### src/rtl/ema_pkg.sv
// rtl/ema_pkg.sv - shared widths, FSM states, saturation limits and rounding constant for ema_filter
package ema_pkg;

  localparam int EMA_DATA_W  = 8;
  localparam int EMA_ALPHA_W = 8;

  typedef enum logic [1:0] {
    IDLE = 2'd0,
    MUL  = 2'd1,
    UPD  = 2'd2
  } ema_state_e;

  function automatic int sat_hi(input int w);
    return (1 << (w - 1)) - 1;
  endfunction

  function automatic int sat_lo(input int w);
    return -(1 << (w - 1));
  endfunction

  localparam int EMA_SAT_MAX = sat_hi(EMA_DATA_W);
  localparam int EMA_SAT_MIN = sat_lo(EMA_DATA_W);

  // Half an output LSB once the product is scaled down by 2^shift.
  function automatic int round_const(input int shift);
    return (shift > 0) ? (1 << (shift - 1)) : 0;
  endfunction

endpackage

### src/rtl/ema_datapath.sv
// rtl/ema_datapath.sv - EMA subtract/multiply (registered product) and scale/saturate
// EMA_ROUND_EN selects round-half-up scaling instead of floor.
module ema_datapath
  import ema_pkg::*;
#(
  parameter int DATA_W  = EMA_DATA_W,
  parameter int ALPHA_W = EMA_ALPHA_W
) (
  input  logic                     clk,
  input  logic                     rst,
  input  logic                     mul_en,
  input  logic signed [DATA_W-1:0] x,
  input  logic [ALPHA_W-1:0]       alpha,
  input  logic signed [DATA_W-1:0] y,
  output logic signed [DATA_W-1:0] y_next
);

  localparam int D_W = DATA_W + 1;
  localparam int P_W = DATA_W + ALPHA_W + 1;
  localparam int E_W = P_W + 1;

  localparam logic signed [E_W-1:0] MAX_E = E_W'(sat_hi(DATA_W));
  localparam logic signed [E_W-1:0] MIN_E = E_W'(sat_lo(DATA_W));
`ifdef EMA_ROUND_EN
  localparam logic signed [E_W-1:0] RND_E = E_W'(round_const(ALPHA_W));
`else
  localparam logic signed [E_W-1:0] RND_E = '0;
`endif

  logic signed [D_W-1:0] diff;
  logic signed [P_W-1:0] diff_e;
  logic signed [P_W-1:0] alpha_e;
  logic signed [P_W-1:0] p_d;
  logic signed [P_W-1:0] p_q;
  logic signed [E_W-1:0] p_ext;
  logic signed [E_W-1:0] scaled;
  logic signed [E_W-1:0] sum;

  always_comb begin
    diff    = {x[DATA_W-1], x} - {y[DATA_W-1], y};
    diff_e  = P_W'(diff);
    alpha_e = P_W'({1'b0, alpha});
    p_d     = mul_en ? (diff_e * alpha_e) : p_q;
  end

  always_ff @(posedge clk or negedge rst) begin
    if (!rst) begin
      p_q <= '0;
    end else begin
      p_q <= p_d;
    end
  end

  // Clamp is kept even though the convex combination stays in range.
  always_comb begin
    p_ext  = {p_q[P_W-1], p_q};
    scaled = (p_ext + RND_E) >>> ALPHA_W;
    sum    = scaled + {{(E_W - DATA_W){y[DATA_W-1]}}, y};
    if (sum > MAX_E) begin
      y_next = MAX_E[DATA_W-1:0];
    end else if (sum < MIN_E) begin
      y_next = MIN_E[DATA_W-1:0];
    end else begin
      y_next = sum[DATA_W-1:0];
    end
  end

endmodule

### src/rtl/ema_filter.sv
// rtl/ema_filter.sv - streaming first-order EMA filter top: FSM, valid_i edge detect, output registers
// Build option EMA_ROUND_EN (see ema_datapath) enables rounded scaling.
module ema_filter
  import ema_pkg::*;
#(
  parameter int DATA_W  = EMA_DATA_W,
  parameter int ALPHA_W = EMA_ALPHA_W
) (
  input  logic               clk,
  input  logic               rst,
  input  logic [DATA_W-1:0]  x_i,
  input  logic [ALPHA_W-1:0] alpha_i,
  input  logic               valid_i,
  output logic [DATA_W-1:0]  y_o,
  output logic               bussy_o,
  output logic               valid_o
);

  ema_state_e state_q, state_d;

  logic               valid_prev_q, valid_prev_d;
  logic [DATA_W-1:0]  x_q, x_d;
  logic [ALPHA_W-1:0] alpha_q, alpha_d;
  logic [DATA_W-1:0]  y_q, y_d;
  logic [DATA_W-1:0]  y_o_q, y_o_d;
  logic               valid_o_q, valid_o_d;

  logic               accept;
  logic               mul_en;
  logic               upd_en;
  logic [DATA_W-1:0]  y_next;

  // Only a rising valid_i seen while idle starts a sample; nothing is queued.
  assign accept = valid_i && !valid_prev_q && (state_q == IDLE);

  always_ff @(posedge clk or negedge rst) begin
    if (!rst) begin
      state_q <= IDLE;
    end else begin
      state_q <= state_d;
    end
  end

  always_comb begin
    state_d = state_q;
    case (state_q)
      IDLE:    if (accept) state_d = MUL;
      MUL:     state_d = UPD;
      UPD:     state_d = IDLE;
      default: state_d = IDLE;
    endcase
  end

  always_comb begin
    bussy_o = (state_q == MUL) || (state_q == UPD);
    mul_en  = (state_q == MUL);
    upd_en  = (state_q == UPD);
  end

  always_comb begin
    valid_prev_d = valid_i;
    x_d          = x_q;
    alpha_d      = alpha_q;
    y_d          = y_q;
    y_o_d        = y_o_q;
    valid_o_d    = upd_en;
    if (accept) begin
      x_d     = x_i;
      alpha_d = alpha_i;
    end
    if (upd_en) begin
      y_d   = y_next;
      y_o_d = y_next;
    end
  end

  always_ff @(posedge clk or negedge rst) begin
    if (!rst) begin
      valid_prev_q <= 1'b0;
      x_q          <= '0;
      alpha_q      <= '0;
      y_q          <= '0;
      y_o_q        <= '0;
      valid_o_q    <= 1'b0;
    end else begin
      valid_prev_q <= valid_prev_d;
      x_q          <= x_d;
      alpha_q      <= alpha_d;
      y_q          <= y_d;
      y_o_q        <= y_o_d;
      valid_o_q    <= valid_o_d;
    end
  end

  ema_datapath #(
    .DATA_W  (DATA_W),
    .ALPHA_W (ALPHA_W)
  ) u_datapath (
    .clk    (clk),
    .rst    (rst),
    .mul_en (mul_en),
    .x      (x_q),
    .alpha  (alpha_q),
    .y      (y_q),
    .y_next (y_next)
  );

  assign y_o     = y_o_q;
  assign valid_o = valid_o_q;

endmodule

### config.mk
export PLATFORM = sky130hd
export DESIGN_NAME = ema_filter
export DESIGN_NICKNAME = d
export VERILOG_FILES = /design/src/rtl/ema_pkg.sv /design/src/rtl/ema_datapath.sv /design/src/rtl/ema_filter.sv
export SDC_FILE = /design/constraint.sdc
export NUM_CORES = 1
export LEC_CHECK = 0
export ABC_AREA = 0
export CORE_ASPECT_RATIO = 1.25
export CORE_MARGIN = 2
export CORE_UTILIZATION = 60
export CTS_BUF_LIST = sky130_fd_sc_hd__clkbuf_4 sky130_fd_sc_hd__clkbuf_8
export DETAILED_ROUTE_END_ITERATION = 7
export PLACE_DENSITY = 0.79
export REMOVE_ABC_BUFFERS = 1
export SYNTH_ARGS = -nofsm -noshare
export SYNTH_HDL_FRONTEND = slang
export SYNTH_SLANG_ARGS = --single-unit
### constraint.sdc
create_clock -name clk -period 8 [get_ports clk]
set_clock_uncertainty 0.2 [all_clocks]
set_input_delay 1.6 -clock clk [delete_from_list [all_inputs] [get_ports clk]]
set_output_delay 1.6 -clock clk [all_outputs]
set_load 0.1 [all_outputs]
==> summary.md <==
| Metric | Value |
|---|---|
| Adder-Cell Fraction of Synth Area | `38.2%` |
| Yosys warns | `0` |
| Root Driver | `clkbuf_8` |
| Number of remaining DRC errors | `0` |
| Core area | `7700 um^2` |
| Row cnt | `36` |
| Max Cap Viol | `0` |
| Crit-path cells | `inv_1 > ha_1 > nor2b_1 > o21ai_0 > a21boi_0 > o21ai_0 > a21oi_1 > xnor2_1 > nand2_1 > fa_1 > inv_1 > fa_1 > inv_1 > fa_1 > inv_1 > fa_1 > ha_1 > or3_1 > a211o_1 > a41oi_2 > o21ai_1 > a21oi_1 > xnor2_1 > mux2_2` |
| Cts hold-fix bufs | `0` |
| Setup violation total in the final timing report | `0` |
| TritonCTS buffer count | `5` |
| Number of gates resized after CTS | `0` |
| Gr ovfl total | `0` |
| Global Route Usage Sum | `between 20% and 30%` |
| Worst path required time | `~8 ns` |
| Post-Synth XOR/XNOR Area | `5.76%` |
| Worst Path Buf+Inv | `4` |
| Layout cells sized above 1 | `7.35%` |
| CTS Buffer Depth | `2` |
| Drt total wl | `9490 um` |
| H-tree depth | `2` |
| Post-Route Setup TNS | `0 ns` |
| Delay-heaviest family, CP | `adder cells` |
| Fmax | `149 MHz` |
| Pin count of the biggest net entering global routing | `38` |
| DR vias/cell | `5.46` |
| Port buffer count | `28` |
| Final antenna-violating net count | `0` |
| Vias in the first global route | `roughly 3.6k` |
| Flops & latches, synth | `37` |
| Area delta synth->final | `9.37%` |
| Status | `completed` |
| Simple-Gate Fraction of Synth Area | `13.1%` |
| Mapped cell area | `4720 um^2` |
| Compound-cell area share of the yosys netlist | `a little under a tenth` |
| I/O Pins | `29` |
| Drt wl/cell | `15.5 um` |
| Max_slew headroom | `32.7%` |
| Die Span X | `approximately 83 um` |
| Final hold viol count | `0` |
| Mux cell area share after synthesis | `5.97%` |
| Fin. max-slew vios | `0` |
| N_diodes | `0` |
| Die height | `slightly above 100 um` |
| Slew @ Worst Pin | `1.01 ns` |
| CP max-delay cell | `fa_1` |
| Number of post-CTS setup repair buffers | `0` |
| Worst Setup Path Type | `flip-flop to flip-flop` |
| Hold Path Class | `flip-flop to flip-flop` |
| GPL Wtd Cong | `0.885` |
| Worst-Skew Late Latency | `between 0.2 and 0.3 ns` |
| Crit path largest cell delay | `0.50 ns` |
| Mapped Cells | `492` |
| Nets | `647` |
| Clk slew on worst S/H paths | `approximately 0.080 ns` |
| Hpwl dp | `roughly 8000 um` |
| Mean post-synth cell area | `about 9.6 um^2` |
| Worst Setup End Kind | `flip-flop` |
| Largest family of logic cells by synthesized area | `adder cells` |
| DIE AREA | `roughly 8600 um^2` |
| Post-route minimum period | `6.71 ns` |
| RSZ-0062 raised after global routing | `no` |
| Post-synthesis cell type count | `39` |
| Initial antenna violation count | `0` |
| Initial DRC Count | `107` |
| Initial Util | `about 61%` |
| Critical-path maximum fanout | `8` |
| Startpoint type of the worst setup path | `flip-flop` |
| Final Cycle Share | `83.9%` |
| 1st-pass router iterations | `4` |
| Total number of vias | `3344` |
| Global-route wire length before repair | `about 17000 um` |
| CTS tree | `yes` |
| Worst EP arrival | `6.68 ns` |
| Sequential area share after synthesis | `19.6%` |
| # clock sinks | `37` |
| FILL cells | `619` |
## metrics by stage
stage / hold slack (ns) / instances / instance area (um^2) / setup WS (ns) / util (%)
global placement: 0.291 / 605 / 5070 / 1.52 / 65.9
detailed placement: 0.303 / 605 / 5070 / 1.31 / 65.9
global route: 0.342 / 612 / 5160 / 0.827 / 67.0
floorplan: 0.279 / 482 / 4680 / 1.28 / -
finish: 0.324 / 612 / 5160 / 1.29 / 67.0
CTS: 0.325 / 612 / 5160 / 1.29 / 67.0
## path summary, 6_finish.rpt
| check | from | cells past startpoint | slack [ns] | to |
|---|---|---|---|---|
| worst max-delay path | y_o[1] | 24 | 1.29 | u_datapath.p_q[16] |
| worst min-delay path | x_q[0] | 1 | 0.32 | x_q[0] |
| worst max register to register | y_o[1] | 24 | 1.29 | u_datapath.p_q[16] |
| worst min register to register | x_q[0] | 1 | 0.32 | x_q[0] |
| max in group asynchronous | rst | 1 | 5.83 | alpha_q[7] |
| min in group asynchronous | rst | 1 | 1.21 | alpha_q[3] |
## kinds of logic after synthesis
family          count (synthesis)
compound gates                 63
xor+xnor                       31
fa+ha+maj                     111
buf+inv                       103
flops                          37
mux                            25
simple gates                  122
## worst reg2reg max path, stage by stage, from the launching register on
cell,delay (ns)
dfrtp_1,0.48
inv_1,0.08
ha_1,0.28
nor2b_1,0.12
o21ai_0,0.23
a21boi_0,0.17
o21ai_0,0.23
a21oi_1,0.12
xnor2_1,0.48
nand2_1,0.14
fa_1,0.50
inv_1,0.05
fa_1,0.50
inv_1,0.05
fa_1,0.48
inv_1,0.06
fa_1,0.47
ha_1,0.24
or3_1,0.37
a211o_1,0.32
a41oi_2,0.33
o21ai_1,0.16
a21oi_1,0.19
xnor2_1,0.07
mux2_2,0.26
## registers in the layout (all words and copies together) (netlist names)
signal,cells
valid_prev_q,1
u_datapath.p_q,9
state_q,2
y_o,8
alpha_q,8
x_q,8
valid_o,1
## synth_stat cells
cell       count  area [um^2]
nand4b_1       1         8.76
clkbuf_1       8         30.0
a211oi_1       2         15.0
dfrtp_1       37          926
nand2_1       40          150
mux2_2        25          282
buf_1          2         7.51
a21boi_0       1         7.51
o2bb2ai_1      7         61.3
a21o_1         8         60.1
o311ai_0       1         8.76
a221o_1        1         10.0
or3_1          2         12.5
fa_1          55         1100
o21a_1         1         7.51
o21ai_1        2         10.0
nand2b_1       7         43.8
a31oi_1        5         31.3
a41oi_2        1         16.3
nand4_1        1         6.26
nor2_1        21         78.8
nor2b_1       16          100
o31ai_1        2         15.0
and2_1        26          163
nor3_1         4         20.0
o221ai_1       1         8.76
a41oi_1        2         17.5
o21ai_2        1         8.76
ha_1          56          701
a41o_1         1         10.0
a211o_1        1         8.76
o21bai_2       1         11.3
a21oi_1       18         90.1
or2_2          2         12.5
inv_1         93          349
xor2_1         8         70.1
nor4bb_1       2         20.0
xnor2_1       23          201
o21ai_0        7         35.0
## cell type report
type	instances	area, um^2	area share [%]
Multi-Input combinational cell	352	3400	66.0
Sequential cell	37	926	18.0
Inverter	93	349	6.77
Timing Repair Buffer	28	275	5.34
Tap cell	95	119	2.30
Clock buffer	6	76.3	1.48
Clock inverter	1	8.76	0.170
## cells in the final DEF, fill, tap and decap left out, types with 4 or more instances in the layout
| master | synthesis | routed |
|---|---|---|
| a21o_1 | 8 | 8 |
| a21oi_1 | 18 | 18 |
| a31oi_1 | 5 | 5 |
| and2_1 | 26 | 26 |
| clkbuf_8 | 0 | 5 |
| clkdlybuf4s50_1 | 0 | 27 |
| dfrtp_1 | 37 | 37 |
| fa_1 | 55 | 55 |
| ha_1 | 56 | 56 |
| inv_1 | 93 | 93 |
| mux2_2 | 25 | 25 |
| nand2_1 | 40 | 40 |
| nand2b_1 | 7 | 7 |
| nor2_1 | 21 | 21 |
| nor2b_1 | 16 | 16 |
| nor3_1 | 4 | 4 |
| o21ai_0 | 7 | 7 |
| o2bb2ai_1 | 7 | 7 |
| xnor2_1 | 23 | 23 |
| xor2_1 | 8 | 8 |
## routing by layer
layer  vias to the layer above  track usage (%)  part of all wire (%)
met5                         -                0                     0
met4                         0             7.19                   2.1
met3                        17             2.96                   1.7
met2                        47             44.5                    53
met1                      1665             30.2                    43
li1                       1615                -                     -
Power is not shown: default switching activity piles up to over one toggle a cycle in this logic, so the estimate is an artifact.
